### src/rtl/fir_ctrl_if.sv
// AXI-Lite register bus, tap BRAM port and engine handshake bundled for fir_ctrl.
// slave is the controller's view; master is the host/BRAM/engine side.
interface fir_ctrl_if #(
    parameter int pADDR_WIDTH = 12,
    parameter int pDATA_WIDTH = 32
);
    logic                   awvalid;
    logic                   awready;
    logic [pADDR_WIDTH-1:0] awaddr;
    logic                   wvalid;
    logic                   wready;
    logic [pDATA_WIDTH-1:0] wdata;
    logic                   arvalid;
    logic                   arready;
    logic [pADDR_WIDTH-1:0] araddr;
    logic                   rvalid;
    logic                   rready;
    logic [pDATA_WIDTH-1:0] rdata;

    logic [3:0]             tap_WE;
    logic                   tap_EN;
    logic [pDATA_WIDTH-1:0] tap_Di;
    logic [pADDR_WIDTH-1:0] tap_A;
    logic [pDATA_WIDTH-1:0] tap_Do;

    logic                   eng_tap_en;
    logic [pADDR_WIDTH-1:0] eng_tap_A;
    logic                   eng_start;
    logic                   eng_done;
    logic [31:0]            data_length;
    logic                   ap_idle;

    modport slave (
        input  awvalid, awaddr, wvalid, wdata, arvalid, araddr, rready,
               tap_Do, eng_tap_en, eng_tap_A, eng_done,
        output awready, wready, arready, rvalid, rdata,
               tap_WE, tap_EN, tap_Di, tap_A, eng_start, data_length, ap_idle
    );

    modport master (
        output awvalid, awaddr, wvalid, wdata, arvalid, araddr, rready,
               tap_Do, eng_tap_en, eng_tap_A, eng_done,
        input  awready, wready, arready, rvalid, rdata,
               tap_WE, tap_EN, tap_Di, tap_A, eng_start, data_length, ap_idle
    );
endinterface

### src/rtl/fir_ctrl.sv
// AXI-Lite register block and start/done sequencer for the FIR engine; owns the shared tap BRAM port.
// Writes commit one cycle after aw and w are both latched; read data appears one cycle after arready and holds until rready.
module fir_ctrl #(
    parameter int pADDR_WIDTH = 12,
    parameter int pDATA_WIDTH = 32,
    parameter int Tap_Num     = 11
) (
    input logic       axis_clk,
    input logic       axis_rst_n,
    fir_ctrl_if.slave bus
);
    typedef enum logic [1:0] {S_IDLE = 2'd0, S_START = 2'd1, S_RUN = 2'd2} state_t;

    localparam logic [pADDR_WIDTH-1:0] ADDR_CTRL = pADDR_WIDTH'('h00);
    localparam logic [pADDR_WIDTH-1:0] ADDR_LEN  = pADDR_WIDTH'('h10);
    localparam logic [pADDR_WIDTH-1:0] ADDR_TAP0 = pADDR_WIDTH'('h20);
    localparam logic [pADDR_WIDTH-1:0] ADDR_TAPN = pADDR_WIDTH'('h20 + 4 * (Tap_Num - 1));

    state_t                 state_q, state_d;
    logic                   aw_vld_q, aw_vld_d;
    logic [pADDR_WIDTH-1:0] aw_addr_q, aw_addr_d;
    logic                   w_vld_q, w_vld_d;
    logic [pDATA_WIDTH-1:0] w_dat_q, w_dat_d;
    logic                   rvalid_q, rvalid_d;
    logic [pDATA_WIDTH-1:0] rdata_q, rdata_d;
    logic                   rd_tap_q, rd_tap_d;
    logic                   rd_ctrl_q, rd_ctrl_d;
    logic                   ap_start_q, ap_start_d;
    logic                   ap_done_q, ap_done_d;
    logic [31:0]            len_q, len_d;

    logic                   idle, commit, wr_tap, ar_tap, ar_acc;
    logic [pDATA_WIDTH-1:0] ctrl_word;

    function automatic logic is_tap(input logic [pADDR_WIDTH-1:0] a);
        return (a >= ADDR_TAP0) && (a <= ADDR_TAPN) && (a[1:0] == 2'b00);
    endfunction

    assign idle      = (state_q == S_IDLE);
    assign commit    = aw_vld_q && w_vld_q;
    assign wr_tap    = commit && is_tap(aw_addr_q);
    assign ar_tap    = is_tap(bus.araddr);
    // A tap write commit in IDLE holds the BRAM port, so a tap read waits a cycle.
    assign ar_acc    = bus.arvalid && !rvalid_q && !(idle && wr_tap && ar_tap);
    assign ctrl_word = {{(pDATA_WIDTH-3){1'b0}}, idle, ap_done_q, ap_start_q};

    assign bus.awready     = commit;
    assign bus.wready      = commit;
    assign bus.arready     = ar_acc;
    assign bus.rvalid      = rvalid_q;
    assign bus.rdata       = rd_tap_q ? bus.tap_Do : rdata_q;
    assign bus.data_length = len_q;

    always_comb begin
        state_d       = state_q;
        bus.eng_start = 1'b0;
        bus.ap_idle   = 1'b0;
        case (state_q)
            S_IDLE: begin
                bus.ap_idle = 1'b1;
                if (ap_start_q) state_d = S_START;
            end
            S_START: begin
                bus.eng_start = 1'b1;
                state_d       = S_RUN;
            end
            S_RUN: begin
                if (bus.eng_done) state_d = S_IDLE;
            end
            default: state_d = S_IDLE;
        endcase
    end

    always_comb begin
        bus.tap_WE = 4'h0;
        bus.tap_EN = 1'b0;
        bus.tap_A  = '0;
        bus.tap_Di = '0;
        if (!idle) begin
            bus.tap_EN = bus.eng_tap_en;
            bus.tap_A  = bus.eng_tap_A;
        end else if (wr_tap) begin
            bus.tap_WE = 4'hF;
            bus.tap_EN = 1'b1;
            bus.tap_A  = aw_addr_q - ADDR_TAP0;
            bus.tap_Di = w_dat_q;
        end else if (ar_acc && ar_tap) begin
            bus.tap_EN = 1'b1;
            bus.tap_A  = bus.araddr - ADDR_TAP0;
        end
    end

    always_comb begin
        aw_vld_d   = aw_vld_q;
        aw_addr_d  = aw_addr_q;
        w_vld_d    = w_vld_q;
        w_dat_d    = w_dat_q;
        rvalid_d   = rvalid_q;
        rdata_d    = rdata_q;
        rd_tap_d   = rd_tap_q;
        rd_ctrl_d  = rd_ctrl_q;
        ap_start_d = ap_start_q;
        ap_done_d  = ap_done_q;
        len_d      = len_q;

        if (commit) begin
            aw_vld_d = 1'b0;
            w_vld_d  = 1'b0;
        end else begin
            if (bus.awvalid && !aw_vld_q) begin
                aw_vld_d  = 1'b1;
                aw_addr_d = bus.awaddr;
            end
            if (bus.wvalid && !w_vld_q) begin
                w_vld_d = 1'b1;
                w_dat_d = bus.wdata;
            end
        end

        if (commit && idle) begin
            if (aw_addr_q == ADDR_LEN)               len_d      = 32'(w_dat_q);
            if (aw_addr_q == ADDR_CTRL && w_dat_q[0]) ap_start_d = 1'b1;
        end
        if (state_q == S_START) ap_start_d = 1'b0;

        if (rvalid_q && bus.rready) begin
            rvalid_d = 1'b0;
            if (rd_ctrl_q) ap_done_d = 1'b0;
        end
        if (state_q == S_RUN && bus.eng_done) ap_done_d = 1'b1;

        // Tap data is passed straight through on its first cycle, then held locally.
        if (rd_tap_q) begin
            rdata_d  = bus.tap_Do;
            rd_tap_d = 1'b0;
        end
        if (ar_acc) begin
            rvalid_d  = 1'b1;
            rd_ctrl_d = (bus.araddr == ADDR_CTRL);
            rd_tap_d  = ar_tap && idle;
            if (ar_tap)                        rdata_d = idle ? '0 : '1;
            else if (bus.araddr == ADDR_CTRL)  rdata_d = ctrl_word;
            else if (bus.araddr == ADDR_LEN)   rdata_d = pDATA_WIDTH'(len_q);
            else                               rdata_d = '0;
        end
    end

    always_ff @(posedge axis_clk) begin
        if (!axis_rst_n) begin
            state_q    <= S_IDLE;
            aw_vld_q   <= 1'b0;
            aw_addr_q  <= '0;
            w_vld_q    <= 1'b0;
            w_dat_q    <= '0;
            rvalid_q   <= 1'b0;
            rdata_q    <= '0;
            rd_tap_q   <= 1'b0;
            rd_ctrl_q  <= 1'b0;
            ap_start_q <= 1'b0;
            ap_done_q  <= 1'b0;
            len_q      <= '0;
        end else begin
            state_q    <= state_d;
            aw_vld_q   <= aw_vld_d;
            aw_addr_q  <= aw_addr_d;
            w_vld_q    <= w_vld_d;
            w_dat_q    <= w_dat_d;
            rvalid_q   <= rvalid_d;
            rdata_q    <= rdata_d;
            rd_tap_q   <= rd_tap_d;
            rd_ctrl_q  <= rd_ctrl_d;
            ap_start_q <= ap_start_d;
            ap_done_q  <= ap_done_d;
            len_q      <= len_d;
        end
    end
endmodule

### src/flat_wrapper.sv
// flat-port wrapper written by rule: the top's interface ports become plain ports
module fir_ctrl_flat 
#(
    parameter int pADDR_WIDTH = 12,
    parameter int pDATA_WIDTH = 32,
    parameter int Tap_Num     = 11
)
  (axis_clk, axis_rst_n, bus_awvalid, bus_awaddr, bus_wvalid, bus_wdata, bus_arvalid, bus_araddr, bus_rready, bus_tap_Do, bus_eng_tap_en, bus_eng_tap_A, bus_eng_done, bus_awready, bus_wready, bus_arready, bus_rvalid, bus_rdata, bus_tap_WE, bus_tap_EN, bus_tap_Di, bus_tap_A, bus_eng_start, bus_data_length, bus_ap_idle);
  fir_ctrl_if #(.pADDR_WIDTH(pADDR_WIDTH), .pDATA_WIDTH(pDATA_WIDTH)) bus_i ();
  input logic axis_clk;
  input logic axis_rst_n;
  input wire logic [$bits(bus_i.awvalid)-1:0] bus_awvalid;
  input wire logic [$bits(bus_i.awaddr)-1:0] bus_awaddr;
  input wire logic [$bits(bus_i.wvalid)-1:0] bus_wvalid;
  input wire logic [$bits(bus_i.wdata)-1:0] bus_wdata;
  input wire logic [$bits(bus_i.arvalid)-1:0] bus_arvalid;
  input wire logic [$bits(bus_i.araddr)-1:0] bus_araddr;
  input wire logic [$bits(bus_i.rready)-1:0] bus_rready;
  input wire logic [$bits(bus_i.tap_Do)-1:0] bus_tap_Do;
  input wire logic [$bits(bus_i.eng_tap_en)-1:0] bus_eng_tap_en;
  input wire logic [$bits(bus_i.eng_tap_A)-1:0] bus_eng_tap_A;
  input wire logic [$bits(bus_i.eng_done)-1:0] bus_eng_done;
  output wire logic [$bits(bus_i.awready)-1:0] bus_awready;
  output wire logic [$bits(bus_i.wready)-1:0] bus_wready;
  output wire logic [$bits(bus_i.arready)-1:0] bus_arready;
  output wire logic [$bits(bus_i.rvalid)-1:0] bus_rvalid;
  output wire logic [$bits(bus_i.rdata)-1:0] bus_rdata;
  output wire logic [$bits(bus_i.tap_WE)-1:0] bus_tap_WE;
  output wire logic [$bits(bus_i.tap_EN)-1:0] bus_tap_EN;
  output wire logic [$bits(bus_i.tap_Di)-1:0] bus_tap_Di;
  output wire logic [$bits(bus_i.tap_A)-1:0] bus_tap_A;
  output wire logic [$bits(bus_i.eng_start)-1:0] bus_eng_start;
  output wire logic [$bits(bus_i.data_length)-1:0] bus_data_length;
  output wire logic [$bits(bus_i.ap_idle)-1:0] bus_ap_idle;
  assign bus_i.awvalid = bus_awvalid;
  assign bus_i.awaddr = bus_awaddr;
  assign bus_i.wvalid = bus_wvalid;
  assign bus_i.wdata = bus_wdata;
  assign bus_i.arvalid = bus_arvalid;
  assign bus_i.araddr = bus_araddr;
  assign bus_i.rready = bus_rready;
  assign bus_i.tap_Do = bus_tap_Do;
  assign bus_i.eng_tap_en = bus_eng_tap_en;
  assign bus_i.eng_tap_A = bus_eng_tap_A;
  assign bus_i.eng_done = bus_eng_done;
  assign bus_awready = bus_i.awready;
  assign bus_wready = bus_i.wready;
  assign bus_arready = bus_i.arready;
  assign bus_rvalid = bus_i.rvalid;
  assign bus_rdata = bus_i.rdata;
  assign bus_tap_WE = bus_i.tap_WE;
  assign bus_tap_EN = bus_i.tap_EN;
  assign bus_tap_Di = bus_i.tap_Di;
  assign bus_tap_A = bus_i.tap_A;
  assign bus_eng_start = bus_i.eng_start;
  assign bus_data_length = bus_i.data_length;
  assign bus_ap_idle = bus_i.ap_idle;
  fir_ctrl #(.pADDR_WIDTH(pADDR_WIDTH), .pDATA_WIDTH(pDATA_WIDTH), .Tap_Num(Tap_Num)) u_core (.axis_clk(axis_clk), .axis_rst_n(axis_rst_n), .bus(bus_i));
endmodule
### config.mk
export PLATFORM = sky130hd
export DESIGN_NAME = fir_ctrl_flat
export DESIGN_NICKNAME = d
export VERILOG_FILES = /design/src/rtl/fir_ctrl_if.sv /design/src/rtl/fir_ctrl.sv /design/src/flat_wrapper.sv
export SDC_FILE = /design/constraint.sdc
export NUM_CORES = 1
export LEC_CHECK = 0
export CAP_MARGIN = 20
export CORE_ASPECT_RATIO = 0.5
export CORE_MARGIN = 2
export CORE_UTILIZATION = 46
export CTS_CLUSTER_SIZE = 40
export DETAILED_ROUTE_END_ITERATION = 6
export HOLD_SLACK_MARGIN = 0.03
export PLACE_DENSITY = 0.94
export SLEW_MARGIN = 20
export SYNTH_ARGS = -nofsm -noshare
export SYNTH_HDL_FRONTEND = slang
export SYNTH_SLANG_ARGS = --single-unit
### constraint.sdc
create_clock -name axis_clk -period 7.4 [get_ports axis_clk]
set_input_delay 1.85 -clock axis_clk [delete_from_list [all_inputs] [get_ports axis_clk]]
set_output_delay 1.85 -clock axis_clk [all_outputs]
set_load 0.1 [all_outputs]
-- Word level (Yosys, flattened, before mapping)
Index checks and enable logic that the tools add are counted.
- flip-flop bits (word level): 117
- output and inout bits: 119
- word-level logic and storage cells: 91
- add/subtract/negate cells: 2
- magnitude comparators: 4
- eq/ne operators: 6
- muxes and demuxes: 26
- bitwise logic cells: 2
- reduce and logical (&&, ||, !) cells: 39
- operators by type and width (operator ; count):
    32-bit two-way mux ; 8
    12-bit two-way mux ; 3
    12-bit by 5-bit equality test with 1-bit output (second input constant) ; 2
    12-bit by 6-bit >= comparator with 1-bit output (second input constant) ; 2
    12-bit by 7-bit <= comparator with 1-bit output (second input constant) ; 2
    12-bit zero test ; 2
    12-bit by 6-bit subtractor with 12-bit output (second input constant) ; 2
    1-bit logical AND ; 18
    2-bit AND reduction ; 7
    1-bit two-way mux ; 10
    4-bit two-way mux ; 2
    2-bit zero test ; 3
    2-bit case mux with 3 select lines ; 1
    2-bit nonzero test ; 3
    1-bit zero test ; 4
    2-bit two-way mux ; 2
    2-bit OR reduction ; 2
    2-bit by 1-bit equality test with 1-bit output (second input constant) ; 1
    2-bit equality test (second input constant) ; 1
    2-bit by 1-bit != test with 1-bit output (second input constant) ; 1
    2-bit != test (second input constant) ; 1
    1-bit NOT ; 2

-- Logic depth before layout (Yosys ltp)
- word-level depth: 12
- gate-level depth with buffers: 9
- depth with buffers taken out: 7

-- Worst setup path before layout
OpenSTA, ideal clock, no wires.
- path type: input to output
- start: in bus_araddr[6]
- end: out bus_tap_A[10]
- arrival time: 4717 ps
- required time: 5550 ps
- path slack: 833 ps
- cell stages on the path: 7
- cells stage by stage: inv_1 ha_1 nor3b_1 o21ai_0 a211oi_2 nand3_1 a31oi_1
- word-level cells in the longest chain between the ends: 10
- elaborated cells between the ends (all ways): 12
- ends and longest elaborated chain (what ; RTL line ; source):
    start: declaration ; flat_wrapper.sv:17 ; input wire logic [$bits(bus_i.araddr)-1:0] bus_araddr;
    12-bit by 6-bit >= comparator with 1-bit output / 12-bit by 7-bit <= comparator with 1-bit output (equally long branches) ; fir_ctrl.sv:36 ; return (a >= ADDR_TAP0) && (a <= ADDR_TAPN) && (a[1:0] == 2'b00);
    1-bit logical AND (2 in series) ; fir_ctrl.sv:36 ;
    1-bit logical AND ; fir_ctrl.sv:44 ; assign ar_acc = bus.arvalid && !rvalid_q && !(idle && wr_tap && ar_tap);
    1-bit zero test ; fir_ctrl.sv:44 ;
    1-bit logical AND ; fir_ctrl.sv:44 ;
    1-bit logical AND ; fir_ctrl.sv:87 ; end else if (ar_acc && ar_tap) begin
    12-bit two-way mux * ; fir_ctrl.sv:87 ;
    12-bit two-way mux * ; fir_ctrl.sv:82 ; end else if (wr_tap) begin
    12-bit two-way mux * ; fir_ctrl.sv:79 ; if (!idle) begin
    end: declaration ; flat_wrapper.sv:31 ; output wire logic [$bits(bus_i.tap_A)-1:0] bus_tap_A;
Every way passes the cells marked *; elsewhere a longest branch is shown, timed or not.

-- Worst setup path after layout
Ends and elaborated chain as after synthesis.

==> flow_summary.yaml <==
drt:
  wl_met3_mm: 1.23
  wl_mm: 17.7
  met2_length_mm: 8.83
  first_pass_iters: 7
  vias: 5537
  wl_met1_mm: 6.74
  avgViaCountPerCell: 5.42
  highest_layer: "met4"
  drc_errors: 0
  drtIter0Drc: 394
  avgRoutedWirePerCell_microns: 17.3
  ant_nets: 0
floorplanning:
  core_area_sq_um: 11200
  die_h_microns: 80.8
  initial_utilization_pct: 48.2
  dieArea_sq_um: 12700
  rows: 27
  ioPinCount: 227
  die_w_microns: 158
logic_synthesis:
  ys_types: 46
  syn_nets: 765
  synth_flop_cell: "dfxtp_1"
  synth_top_area_share_pct: 43.2
  syn-cell-area_sq_um: 5430
  ys_seq_elements: 117
  synth-warning-count: 0
  avgSynthCellArea_sq_um: 8.31
  synthArstFlopShare_pct: 0
  yosys.cell_count.top_type: "nand2_1"
  yosys.area.top_type: "dfxtp_1"
  synthCells: 653
  synth_edf_count: 0
  synth_area_leaders: "dfxtp_1 43%, mux2i_1 12%, nand2_1 8.9%"
  ys_top_cells_by_count: "128 x nand2_1, 117 x dfxtp_1, 65 x mux2i_1"
  ys_seq_area_share_pct: 43.2
grt:
  grt_overflow: 0
  grt_pass1_wl_mm: 26.9
  grt_pass1_vias: 5463
  grt_max_degree: 83
  grt_usage_pct: 27.2
  antenna_found_initial: 0
power:
  power.leakage_uw: 0.00355
  power_density_nw_per_um2: 224
  ir_worst_vdd_v: 0.000183
  power_uw: 1850
hold_path:
  hold_class: "reg -> reg"
timing:
  tightest_slew_ns: 1.10
  setup_tns_ns: 0
  hold_viol_final: 0
  maxSlewViolCount: 0
  fin_skew_ns: 0.0127
  min_period_ns: 6.30
  post-route-period-util_pct: 85.1
  maxSlewHeadroom_pct: 26.5
  setup_viol: 0
  rsz0062_at_grt: "no"
  timing.fmax_mhz: 159
clock_network:
  cts_tree: "yes"
  postCtsSetupBuffers: 0
  cts_sinks: 117
  htreeDepth: 4
  post_cts_resized: 0
  cts_root_buf: "clkbuf_16"
  numCtsBuffers: 17
  cts_hold_buf: 0
  clk_pin_slew_ns: 0.05
  cts_buffer_depth: 2
  insertion_delay_ns: 0.42
final_layout:
  regArea_sq_um: 2340
  finalNetCount: 961
  multi_input_area_sq_um: 2640
  final.fill_count: 791
  n_antenna_cell: 0
  synthToLayoutAreaGrowth_pct: 51.9
  drive_gt1_share_pct: 7.54
setup_path:
  cp-start-kind: "input pin"
  end_kind: "output pin"
  crit_type: "in -> out"
  worstPathArrival_ns: 4.45
  required_ns: 5.55
  cp_max_fo: 9
  reg2reg_slack_ns: 4.41
status:
  status: "finished, final reports clean"
flow_run:
  max_cap_viol_count: 0
placement:
  place.gp.congestion: 0.914
  dp.final_hpwl_mm: 11.9
  io_buffers: 226
==> area by class of cell <==
type	count	share of cell area (%)
multi-input cells	440	32.1
flip-flops and latches	117	28.4
repair buffers	232	27.6
clock buffers	19	5.37
well taps	159	2.41
clock inverters	13	2.20
inverters	41	1.88
==> registers in the layout, summed over array words and instances, names as in the netlist <==
register                cells
u_core.bus.rvalid           1
u_core.rd_tap_q             1
u_core.bus.data_length     32
u_core.w_vld_q              1
u_core.ap_start_q           1
u_core.aw_vld_q             1
u_core.w_dat_q             32
u_core.rd_ctrl_q            1
u_core.rdata_q             32
u_core.state_q              2
u_core.aw_addr_q           12
u_core.ap_done_q            1
==> stage by stage <==
| stage | area (sq um) | utilization [%] | worst slack [ns] | std cells | hold WS (ns) |
|---|---|---|---|---|---|
| after global routing | 8240 | 73.3 | 0.983 | 1021 | 0.480 |
| after floorplan | 5430 | - | 0.833 | 653 | 0.436 |
| final | 8240 | 73.3 | 1.10 | 1021 | 0.457 |
| after global placement | 7620 | 67.7 | 1.40 | 989 | 0.446 |
| after CTS | 8240 | 73.3 | 1.17 | 1021 | 0.458 |
| after detailed placement | 7620 | 67.7 | 1.18 | 989 | 0.451 |
==> cells by family after synthesis <==
group / after synthesis / share of synthesized area [%]
adders and majority gates: 4 / 0.922
buffers and inverters: 96 / 8.44
AOI/OAI and AO/OA: 106 / 13.0
and+or+nand+nor: 259 / 21.4
DFF: 117 / 43.2
xor gates and xnor gates: 4 / 0.646
muxes: 67 / 12.4
==> placed cells by master (no fill, tap or decap), types with 5 or more instances in the layout <==
cell / instances
a21oi_1: 56
a221oi_1: 30
a31oi_1: 5
and3_1: 33
buf_4: 18
clkbuf_16: 17
clkdlybuf4s50_1: 214
clkinv_2: 5
dfxtp_1: 116
inv_1: 40
mux2i_1: 65
nand2_1: 128
nand2b_1: 7
nand3_1: 9
nor2_1: 55
nor3_1: 5
==> where the power goes <==
part	internal (uW)	switching, uW
registers	659	17.2
logic	108	191
clock network	571	300
==> metal layers <==
metal,track usage [%],up-vias
li1,-,2611
met1,30.3,2538
met2,48.9,296
met3,5.98,92
met4,15.7,0
met5,0,-
==> final timing paths <==
path | startpoint | end | cells after the start
max | bus_araddr[6] | bus_tap_A[10] | 9
min | u_core.aw_addr_q[11]$_SDFFE_PN0P_ | u_core.aw_addr_q[11]$_SDFFE_PN0P_ | 2
max reg2reg | u_core.aw_addr_q[5]$_SDFFE_PN0P_ | u_core.rd_ctrl_q$_SDFFE_PN0N_ | 7
min reg2reg | u_core.aw_addr_q[11]$_SDFFE_PN0P_ | u_core.aw_addr_q[11]$_SDFFE_PN0P_ | 2
==> critical path, cell delays in order <==
cell,delay [ns]
clkdlybuf4s50_1,0.47
inv_1,0.15
ha_1,0.16
nor3b_1,0.23
o21ai_0,0.16
a211oi_2,0.58
nand3_1,0.23
a31oi_1,0.28
buf_4,0.33
(Power assumes the default switching activity.)
